==> config.mk <==
export PLATFORM = sky130hd
export DESIGN_NAME = fwd_scoreboard_flat
export DESIGN_NICKNAME = d
export VERILOG_FILES = /design/src/rtl/fwd_pkg.sv /design/src/rtl/fwd_scoreboard_if.sv /design/src/rtl/fwd_sb_entry.sv /design/src/rtl/fwd_scoreboard.sv /design/src/flat_wrapper.sv
export SDC_FILE = /design/constraint.sdc
export NUM_CORES = 1
export LEC_CHECK = 0
export CAP_MARGIN = 20
export CELL_PAD_IN_SITES_DETAIL_PLACEMENT = 0
export CELL_PAD_IN_SITES_GLOBAL_PLACEMENT = 1
export CORE_MARGIN = 2
export CORE_UTILIZATION = 29
export CTS_CLUSTER_DIAMETER = 50
export CTS_CLUSTER_SIZE = 40
export DETAILED_ROUTE_END_ITERATION = 10
export HOLD_SLACK_MARGIN = 0.08
export PLACE_DENSITY = 0.54
export SLEW_MARGIN = 0
export SYNTH_ARGS = -nofsm -noshare
export SYNTH_HDL_FRONTEND = slang
export SYNTH_SLANG_ARGS = --single-unit
==> constraint.sdc <==
create_clock -name i_clk -period 3.5 [get_ports i_clk]
set_clock_uncertainty 0.15 [all_clocks]
set_input_delay 0.7 -clock i_clk [delete_from_list [all_inputs] [get_ports i_clk]]
set_output_delay 0.7 -clock i_clk [all_outputs]
set_load 0.1 [all_outputs]
==> src/rtl/fwd_pkg.sv <==
// Shared types and defaults for the forwarding scoreboard.
// Optional build macro used by the scoreboard files: FWD_STATS_EN.
package fwd_pkg;

  localparam int unsigned NUM_SRC_DEF = 2;
  localparam int unsigned DEPTH_DEF   = 3;
  localparam int unsigned MAX_LAT_DEF = 4;

  localparam int unsigned REG_W    = 5;
  localparam int unsigned NUM_REGS = 32;

  // Entry fields are sized for DEPTH and MAX_LAT up to 15.
  localparam int unsigned SB_AGE_W = 4;
  localparam int unsigned SB_LAT_W = 4;

  // Full-range forwarding select; the top narrows it to the port width.
  typedef logic [SB_AGE_W-1:0] fwd_sel_t;

  typedef struct packed {
    logic                busy;
    logic [SB_AGE_W-1:0] age;
    logic [SB_LAT_W-1:0] rdy_cnt;
  } sb_entry_t;

  // A producer still inside the pipeline forwards from its stage register;
  // once it reaches the last stage the regfile already holds the value.
  function automatic fwd_sel_t fwd_sel_of(input sb_entry_t e, input int unsigned depth);
    return (e.busy && (e.age < SB_AGE_W'(depth))) ? e.age : '0;
  endfunction

endpackage

==> src/rtl/fwd_scoreboard_if.sv <==
// Issue/forwarding bus between the ID stage (master) and the scoreboard (slave).
// FWD_STATS_EN adds the statistics counters to the bus.
interface fwd_scoreboard_if
  import fwd_pkg::*;
#(
  parameter int unsigned NUM_SRC = NUM_SRC_DEF,
  parameter int unsigned DEPTH   = DEPTH_DEF,
  parameter int unsigned MAX_LAT = MAX_LAT_DEF
);
  localparam int unsigned LAT_W = $clog2(MAX_LAT + 1);
  localparam int unsigned SEL_W = $clog2(DEPTH);

  logic                            i_issue_vld;
  logic                            i_issue_rd_wren;
  logic [REG_W-1:0]                i_issue_rd_addr;
  logic [LAT_W-1:0]                i_issue_lat;
  logic [NUM_SRC-1:0][REG_W-1:0]   i_issue_rs_addr;
  logic                            i_flush;
  logic                            i_hold;
  logic                            o_stall;
  logic [NUM_SRC-1:0][SEL_W-1:0]   o_ex_fwd_sel;
  logic                            o_ex_bubble;
`ifdef FWD_STATS_EN
  logic [31:0]                     o_stall_cnt;
  logic [31:0]                     o_fwd_cnt;

  modport master (
    output i_issue_vld, i_issue_rd_wren, i_issue_rd_addr, i_issue_lat,
           i_issue_rs_addr, i_flush, i_hold,
    input  o_stall, o_ex_fwd_sel, o_ex_bubble, o_stall_cnt, o_fwd_cnt
  );
  modport slave (
    input  i_issue_vld, i_issue_rd_wren, i_issue_rd_addr, i_issue_lat,
           i_issue_rs_addr, i_flush, i_hold,
    output o_stall, o_ex_fwd_sel, o_ex_bubble, o_stall_cnt, o_fwd_cnt
  );
`else
  modport master (
    output i_issue_vld, i_issue_rd_wren, i_issue_rd_addr, i_issue_lat,
           i_issue_rs_addr, i_flush, i_hold,
    input  o_stall, o_ex_fwd_sel, o_ex_bubble
  );
  modport slave (
    input  i_issue_vld, i_issue_rd_wren, i_issue_rd_addr, i_issue_lat,
           i_issue_rs_addr, i_flush, i_hold,
    output o_stall, o_ex_fwd_sel, o_ex_bubble
  );
`endif

endinterface

==> src/rtl/fwd_sb_entry.sv <==
// One scoreboard entry: tracks an in-flight producer of a single register.
module fwd_sb_entry
  import fwd_pkg::*;
#(
  parameter int unsigned DEPTH = DEPTH_DEF
) (
  input  logic                i_clk,
  input  logic                i_reset,
  input  logic                i_hold,
  input  logic                i_set,
  input  logic [SB_LAT_W-1:0] i_lat,
  output sb_entry_t           o_entry
);

  sb_entry_t r_entry;

  // Set on a new producer, otherwise age the entry and retire it after the last stage.
  always_ff @(posedge i_clk) begin
    if (i_reset) begin
      r_entry <= '0;
    end else if (!i_hold) begin
      if (i_set) begin
        r_entry.busy    <= 1'b1;
        r_entry.age     <= SB_AGE_W'(1);
        r_entry.rdy_cnt <= i_lat;
      end else if (r_entry.busy) begin
        if (r_entry.age >= SB_AGE_W'(DEPTH)) begin
          r_entry <= '0;
        end else begin
          r_entry.age     <= r_entry.age + 1'b1;
          r_entry.rdy_cnt <= (r_entry.rdy_cnt == '0) ? '0 : r_entry.rdy_cnt - 1'b1;
        end
      end
    end
  end

  assign o_entry = r_entry;

endmodule

==> src/rtl/fwd_scoreboard.sv <==
// Forwarding scoreboard: stalls ID on unready operands and registers EX bypass selects.
// Define FWD_STATS_EN to add the o_stall_cnt / o_fwd_cnt statistics counters.
module fwd_scoreboard
  import fwd_pkg::*;
#(
  parameter int unsigned NUM_SRC = NUM_SRC_DEF,
  parameter int unsigned DEPTH   = DEPTH_DEF,
  parameter int unsigned MAX_LAT = MAX_LAT_DEF
) (
  input  logic                   i_clk,
  input  logic                   i_reset,
  fwd_scoreboard_if.slave        io_bus
);

  localparam int unsigned LAT_W = $clog2(MAX_LAT + 1);
  localparam int unsigned SEL_W = $clog2(DEPTH);

  sb_entry_t                     w_ent [NUM_REGS];
  logic                          w_accept;
  logic                          w_stall;
  logic [LAT_W-1:0]              w_lat;
  logic [NUM_SRC-1:0][SEL_W-1:0] w_sel;
  logic [NUM_SRC-1:0][SEL_W-1:0] r_fwd_sel;
  logic                          r_bubble;

  assign w_lat    = io_bus.i_issue_lat;
  assign w_accept = io_bus.i_issue_vld & ~w_stall & ~io_bus.i_flush & ~io_bus.i_hold;

  // x0 never has a producer, so its entry is a constant idle slot.
  assign w_ent[0] = '0;

  for (genvar g = 1; g < NUM_REGS; g++) begin : g_ent
    fwd_sb_entry #(.DEPTH(DEPTH)) u_entry (
      .i_clk   (i_clk),
      .i_reset (i_reset),
      .i_hold  (io_bus.i_hold),
      .i_set   (w_accept && io_bus.i_issue_rd_wren &&
                (io_bus.i_issue_rd_addr == REG_W'(g))),
      .i_lat   (SB_LAT_W'(w_lat)),
      .o_entry (w_ent[g])
    );
  end

  // Hazard check and select computation against the pre-update table.
  always_comb begin
    w_stall = 1'b0;
    w_sel   = '0;
    for (int unsigned k = 0; k < NUM_SRC; k++) begin
      if (io_bus.i_issue_rs_addr[k] != '0) begin
        if (w_ent[io_bus.i_issue_rs_addr[k]].busy &&
            (w_ent[io_bus.i_issue_rs_addr[k]].rdy_cnt > SB_LAT_W'(1)))
          w_stall = 1'b1;
        w_sel[k] = SEL_W'(fwd_sel_of(w_ent[io_bus.i_issue_rs_addr[k]], DEPTH));
      end
    end
    w_stall = w_stall & io_bus.i_issue_vld;
  end

  // EX-stage select/bubble register; frozen by hold, reset wins over hold.
  always_ff @(posedge i_clk) begin
    if (i_reset) begin
      r_fwd_sel <= '0;
      r_bubble  <= 1'b1;
    end else if (!io_bus.i_hold) begin
      if (w_accept) begin
        r_fwd_sel <= w_sel;
        r_bubble  <= 1'b0;
      end else begin
        r_fwd_sel <= '0;
        r_bubble  <= 1'b1;
      end
    end
  end

  assign io_bus.o_stall      = w_stall;
  assign io_bus.o_ex_fwd_sel = r_fwd_sel;
  assign io_bus.o_ex_bubble  = r_bubble;

`ifdef FWD_STATS_EN
  logic [31:0] r_stall_cnt;
  logic [31:0] r_fwd_cnt;

  // Stall cycles are counted even under hold since o_stall is still live then.
  always_ff @(posedge i_clk) begin
    if (i_reset) begin
      r_stall_cnt <= '0;
      r_fwd_cnt   <= '0;
    end else begin
      if (w_stall)
        r_stall_cnt <= r_stall_cnt + 32'd1;
      if (w_accept && (w_sel != '0))
        r_fwd_cnt <= r_fwd_cnt + 32'd1;
    end
  end

  assign io_bus.o_stall_cnt = r_stall_cnt;
  assign io_bus.o_fwd_cnt   = r_fwd_cnt;
`endif

endmodule

==> src/flat_wrapper.sv <==
// flat-port wrapper written by rule: the top's interface ports become plain ports
module fwd_scoreboard_flat import fwd_pkg::*;
#(
  parameter int unsigned NUM_SRC = NUM_SRC_DEF,
  parameter int unsigned DEPTH   = DEPTH_DEF,
  parameter int unsigned MAX_LAT = MAX_LAT_DEF
)
  (i_clk, i_reset, io_bus_i_issue_vld, io_bus_i_issue_rd_wren, io_bus_i_issue_rd_addr, io_bus_i_issue_lat, io_bus_i_issue_rs_addr, io_bus_i_flush, io_bus_i_hold, io_bus_o_stall, io_bus_o_ex_fwd_sel, io_bus_o_ex_bubble);
  fwd_scoreboard_if #(.NUM_SRC(NUM_SRC), .DEPTH(DEPTH), .MAX_LAT(MAX_LAT)) io_bus_i ();
  input  logic i_clk;
  input  logic i_reset;
  input wire logic [$bits(io_bus_i.i_issue_vld)-1:0] io_bus_i_issue_vld;
  input wire logic [$bits(io_bus_i.i_issue_rd_wren)-1:0] io_bus_i_issue_rd_wren;
  input wire logic [$bits(io_bus_i.i_issue_rd_addr)-1:0] io_bus_i_issue_rd_addr;
  input wire logic [$bits(io_bus_i.i_issue_lat)-1:0] io_bus_i_issue_lat;
  input wire logic [$bits(io_bus_i.i_issue_rs_addr)-1:0] io_bus_i_issue_rs_addr;
  input wire logic [$bits(io_bus_i.i_flush)-1:0] io_bus_i_flush;
  input wire logic [$bits(io_bus_i.i_hold)-1:0] io_bus_i_hold;
  output wire logic [$bits(io_bus_i.o_stall)-1:0] io_bus_o_stall;
  output wire logic [$bits(io_bus_i.o_ex_fwd_sel)-1:0] io_bus_o_ex_fwd_sel;
  output wire logic [$bits(io_bus_i.o_ex_bubble)-1:0] io_bus_o_ex_bubble;
  assign io_bus_i.i_issue_vld = io_bus_i_issue_vld;
  assign io_bus_i.i_issue_rd_wren = io_bus_i_issue_rd_wren;
  assign io_bus_i.i_issue_rd_addr = io_bus_i_issue_rd_addr;
  assign io_bus_i.i_issue_lat = io_bus_i_issue_lat;
  assign io_bus_i.i_issue_rs_addr = io_bus_i_issue_rs_addr;
  assign io_bus_i.i_flush = io_bus_i_flush;
  assign io_bus_i.i_hold = io_bus_i_hold;
  assign io_bus_o_stall = io_bus_i.o_stall;
  assign io_bus_o_ex_fwd_sel = io_bus_i.o_ex_fwd_sel;
  assign io_bus_o_ex_bubble = io_bus_i.o_ex_bubble;
  fwd_scoreboard #(.NUM_SRC(NUM_SRC), .DEPTH(DEPTH), .MAX_LAT(MAX_LAT)) u_core (.i_clk(i_clk), .i_reset(i_reset), .io_bus(io_bus_i));
endmodule
==> results_tabular.tex <==
\begin{tabular}{lr}
\hline
Metric & Value \\
\hline
\multicolumn{2}{l}{\textbf{Routing}} \\
First-pass iteration count of the detailed router & 6 \\
Post-detailed-routing wire length & 75900 um \\
Number of DRC violations after detailed-routing iteration 0 & 1361 \\
ANT nets after route & 0 \\
Via count & 18000 \\
Post-detailed-route via-to-cell ratio & 5.54 \\
Number of remaining DRC errors & 0 \\
Wirelength per Cell & 23.4 um \\
\multicolumn{2}{l}{\textbf{Clock tree}} \\
Clock network latency to the later pin of the worst-skew pair & 620 ps \\
Post-CTS clock slew at the launch and capture registers of the worst setup and hold paths & 50 ps \\
Root buffer cell & sky130\_fd\_sc\_hd\_\_clkbuf\_16 \\
CTS HTree Levels & 2 \\
TritonCTS clock tree & done \\
Maximum number of buffers from clock root to sink & 3 \\
Number of buffers created by CTS & 52 \\
Sinks on the clock net & 284 \\
\multicolumn{2}{l}{\textbf{Floorplanning}} \\
Core box area & 0.0618 mm\^{}2 \\
Die width & 254 um \\
Starting utilization of the core area & 29.3\% \\
Placement Rows & 91 \\
Area of the die & 0.0646 mm\^{}2 \\
Die Span Y & 254 um \\
Total I/O pin count & 30 \\
\multicolumn{2}{l}{\textbf{Placement}} \\
Placer's final routability congestion estimate & 0.911 \\
Pre-CTS worst setup slack & -667 ps \\
Port buffer count & 29 \\
Post-DP HPWL & 56400 um \\
\multicolumn{2}{l}{\textbf{Power and ir drop}} \\
Proportion of power drawn by flip-flops and latches & 34.4\% \\
Worst IR Drop VDD & 0.000364 V \\
Pwr/cell area & 405 mW/mm\^{}2 \\
Part of the power in combinational logic & 8.4\% \\
Net switching power & 2.55 mW \\
Proportion of power drawn by the clock network & 57.2\% \\
Sw frac & 26.9\% \\
Internal power of the cells & 6.92 mW \\
P\_leak & 8.85 nW \\
\multicolumn{2}{l}{\textbf{Global routing}} \\
First-pass GRT wire length & 112000 um \\
All-layer global routing usage & 23.3\% \\
Via count of the first global-routing pass & 17300 \\
Total overflow reported by the global router & 0 \\
Number of antenna violations at the first check in global routing & 2 \\
Largest net degree at the start of global routing & 125 \\
\multicolumn{2}{l}{\textbf{Cells and area}} \\
Nets@finish & 2485 \\
Total inserted antenna cells & 0 \\
Fraction of final layout cells with drive strength greater than 1 & 24.9\% \\
Layout overhead on the synthesized area & 28.9\% \\
\multicolumn{2}{l}{\textbf{Hold path}} \\
Worst hold stages & 2 \\
Classification of the worst-slack hold path & primary input to flop \\
\multicolumn{2}{l}{\textbf{Synth}} \\
Post-synthesis async set-or-reset flop share & 0\% \\
Post-synth top area share & 31.3\% \\
Mapped Cells & 2135 \\
Number of distinct standard cells referenced by the synthesized netlist & 85 \\
Post-synthesis sequential area ratio & 31.3\% \\
Register bit total from synthesis & 284 \\
Synthesized cell area & 0.0181 mm\^{}2 \\
Biggest area contributors in the synthesized netlist & sky130\_fd\_sc\_hd\_\_dfxtp\_1 (31\%), sky130\_fd\_sc\_hd\_\_mux4\_2 (9.9\%), sky130\_fd\_sc\_hd\_\_ha\_1 (6.4\%) \\
Most frequently used cell type in the post-synthesis netlist & sky130\_fd\_sc\_hd\_\_dfxtp\_1 \\
Post-synthesis net count & 2252 \\
Number of enable-type register cells in the synthesized netlist & 0 \\
Most numerous cell types in the synthesized netlist & sky130\_fd\_sc\_hd\_\_dfxtp\_1 (284), sky130\_fd\_sc\_hd\_\_nor2\_1 (243), sky130\_fd\_sc\_hd\_\_nand2\_1 (151) \\
Synthesized area per cell & 8.50 um\^{}2 \\
Total number of yosys warnings & 0 \\
Cell type contributing the most total cell area after synthesis & sky130\_fd\_sc\_hd\_\_dfxtp\_1 \\
Top flip-flop cell by instance count after synthesis & sky130\_fd\_sc\_hd\_\_dfxtp\_1 \\
\multicolumn{2}{l}{\textbf{Worst setup path}} \\
Buffers plus inverters on the worst setup path & 3 \\
R2R depth & 14 \\
Setup slack of the worst register-to-register path & -50 ps \\
Startpoint class of the critical path & flop \\
Kind of capture point of the worst setup path & primary output \\
Crit-path leading delay family & multiplexers \\
Worst path depth & 10 \\
WP data required & 2650 ps \\
Crit path DAT & 2780 ps \\
Critical Path Fanout Max & 2 \\
Cells along the critical path & buf\_6 -> mux4\_2 -> mux2i\_1 -> nor3b\_2 -> a311oi\_2 -> a21o\_1 -> buf\_6 -> nand2\_4 -> and2\_4 -> buf\_12 \\
Worst-path cell with the longest stage delay & sky130\_fd\_sc\_hd\_\_mux4\_2 \\
Library cell appearing most often on the critical path & sky130\_fd\_sc\_hd\_\_buf\_6 \\
Critical path type & flop to primary output \\
Delay of the slowest critical-path stage & 510 ps \\
\multicolumn{2}{l}{\textbf{STA}} \\
Actual transition at the worst max-transition pin & 824 ps \\
Final max-slew violation count & 0 \\
Final hold vios & 0 \\
PnR worst setup slack & -130 ps \\
Upper clock frequency limit & 276 MHz \\
Total of endpoints with negative setup slack in the final report & 2 \\
RSZ-0062 raised after global routing & true \\
Setup TNS after final layout & -175 ps \\
Worst hold slack after final layout & 256 ps \\
Clock period minus worst slack & 3630 ps \\
Final cycle utilization of the critical path & 104\% \\
Worst slew margin relative to its limit & 44.5\% \\
\multicolumn{2}{l}{\textbf{Run status}} \\
Result of the run & finished, violations left \\
Failing checks & setup timing \\
\multicolumn{2}{l}{\textbf{Run}} \\
Max-cap violations & 0 \\
\hline
\end{tabular}
[timing repair]
item                       4_1_cts  5_1_grt
gates cloned                     2        2
setup buffers                   18        0
hold buffers                     0        0
gates resized for setup         78       29
pin swaps                       10        9
setup endpoints to repair        2       31
[cell usage in the layout (no fill, tap or decap), types with 21 or more instances in the layout]
cell type | synthesis | layout
sky130_fd_sc_hd__inv_1 | 110 | 107
sky130_fd_sc_hd__and2_1 | 23 | 22
sky130_fd_sc_hd__a211o_1 | 22 | 22
sky130_fd_sc_hd__a21oi_1 | 146 | 142
sky130_fd_sc_hd__nand3_1 | 61 | 61
sky130_fd_sc_hd__nand4_1 | 38 | 38
sky130_fd_sc_hd__mux4_2 | 80 | 80
sky130_fd_sc_hd__nor2_1 | 243 | 235
sky130_fd_sc_hd__dfxtp_2 | 0 | 33
sky130_fd_sc_hd__clkbuf_16 | 0 | 52
sky130_fd_sc_hd__ha_1 | 93 | 93
sky130_fd_sc_hd__o21ai_0 | 115 | 114
sky130_fd_sc_hd__nor3b_1 | 37 | 35
sky130_fd_sc_hd__nor4_1 | 28 | 26
sky130_fd_sc_hd__mux2_2 | 24 | 24
sky130_fd_sc_hd__buf_4 | 4 | 264
sky130_fd_sc_hd__nor3_1 | 112 | 111
sky130_fd_sc_hd__nand2_1 | 151 | 150
sky130_fd_sc_hd__o21a_1 | 21 | 21
sky130_fd_sc_hd__a31oi_1 | 42 | 42
sky130_fd_sc_hd__dfxtp_1 | 284 | 248
sky130_fd_sc_hd__mux2i_1 | 39 | 38
[registers in the layout, summed over array words and instances (netlist names)]
register,count
u_core.g_ent.u_entry.o_entry,279
u_core.io_bus.o_ex_fwd_sel,4
u_core.io_bus.o_ex_bubble,1
[logic make-up after synthesis]
| logic type | after synthesis | share of synthesized area, % |
|---|---|---|
| xor gates and xnor gates | 15 | 0.724 |
| muxes | 153 | 14.2 |
| DFF | 284 | 31.3 |
| AOI/OAI and AO/OA | 506 | 18.1 |
| and+or+nand+nor | 842 | 23.8 |
| adders and majority gates | 93 | 6.41 |
| buffers and inverters | 242 | 5.45 |
[metrics by stage]
step	cells	util (%)	total power, mW	cell area, um^2
floorplan	2135	-	3.68	18200
global placement	3130	33.9	4.07	21000
detailed placement	3130	33.9	4.07	21000
CTS	3245	37.7	9.57	23300
global route	3247	37.8	9.75	23400
finish	3247	37.8	9.47	23400
[final timing paths]
path	from	endpoint
hold / removal	i_reset	u_core.g_ent[16].u_entry.o_entry[8]$_SDFFE_PP0N_
setup reg to reg	u_core.g_ent[16].u_entry.o_entry[8]$_SDFFE_PP0N_	u_core.g_ent[4].u_entry.o_entry[1]$_SDFFE_PP0P_
setup / recovery	u_core.g_ent[16].u_entry.o_entry[8]$_SDFFE_PP0N_	io_bus_o_stall
hold reg to reg	u_core.g_ent[26].u_entry.o_entry[6]$_SDFFE_PP0P_	u_core.g_ent[26].u_entry.o_entry[6]$_SDFFE_PP0P_
[layer usage]
| layer | vias to the layer above | GRT usage, % | share of wire (%) | wire (um) |
|---|---|---|---|---|
| met5 | - | 0 | 0.017 | 13 |
| met4 | 2 | 8.10 | 3.2 | 2390 |
| met3 | 139 | 3.02 | 5.4 | 4130 |
| met2 | 559 | 38.2 | 46 | 35200 |
| met1 | 8859 | 31.6 | 45 | 34100 |
| li1 | 8435 | - | - | - |
[power by group through the flow]
stage | Sequential (mW) | Combinational (mW) | Clock, mW
2_1_floorplan | 3.32 | 0.361 | 0
3_3_place_gp | 3.32 | 0.744 | 0
3_5_place_dp | 3.32 | 0.745 | 0
4_1_cts | 3.25 | 0.789 | 5.53
5_1_grt | 3.25 | 0.836 | 5.66
6_report | 3.25 | 0.799 | 5.42
[area by class of cell]
cell class / count / area [um^2]
flip-flops and latches: 284 / 5740
inverters: 110 / 413
clock inverters: 31 / 429
multi-input cells: 1609 / 11700
fillers: 6280 / 38400
repair buffers: 311 / 2630
well taps: 837 / 1050
clock buffers: 65 / 1450
Power figures use the tool's default switching activity.
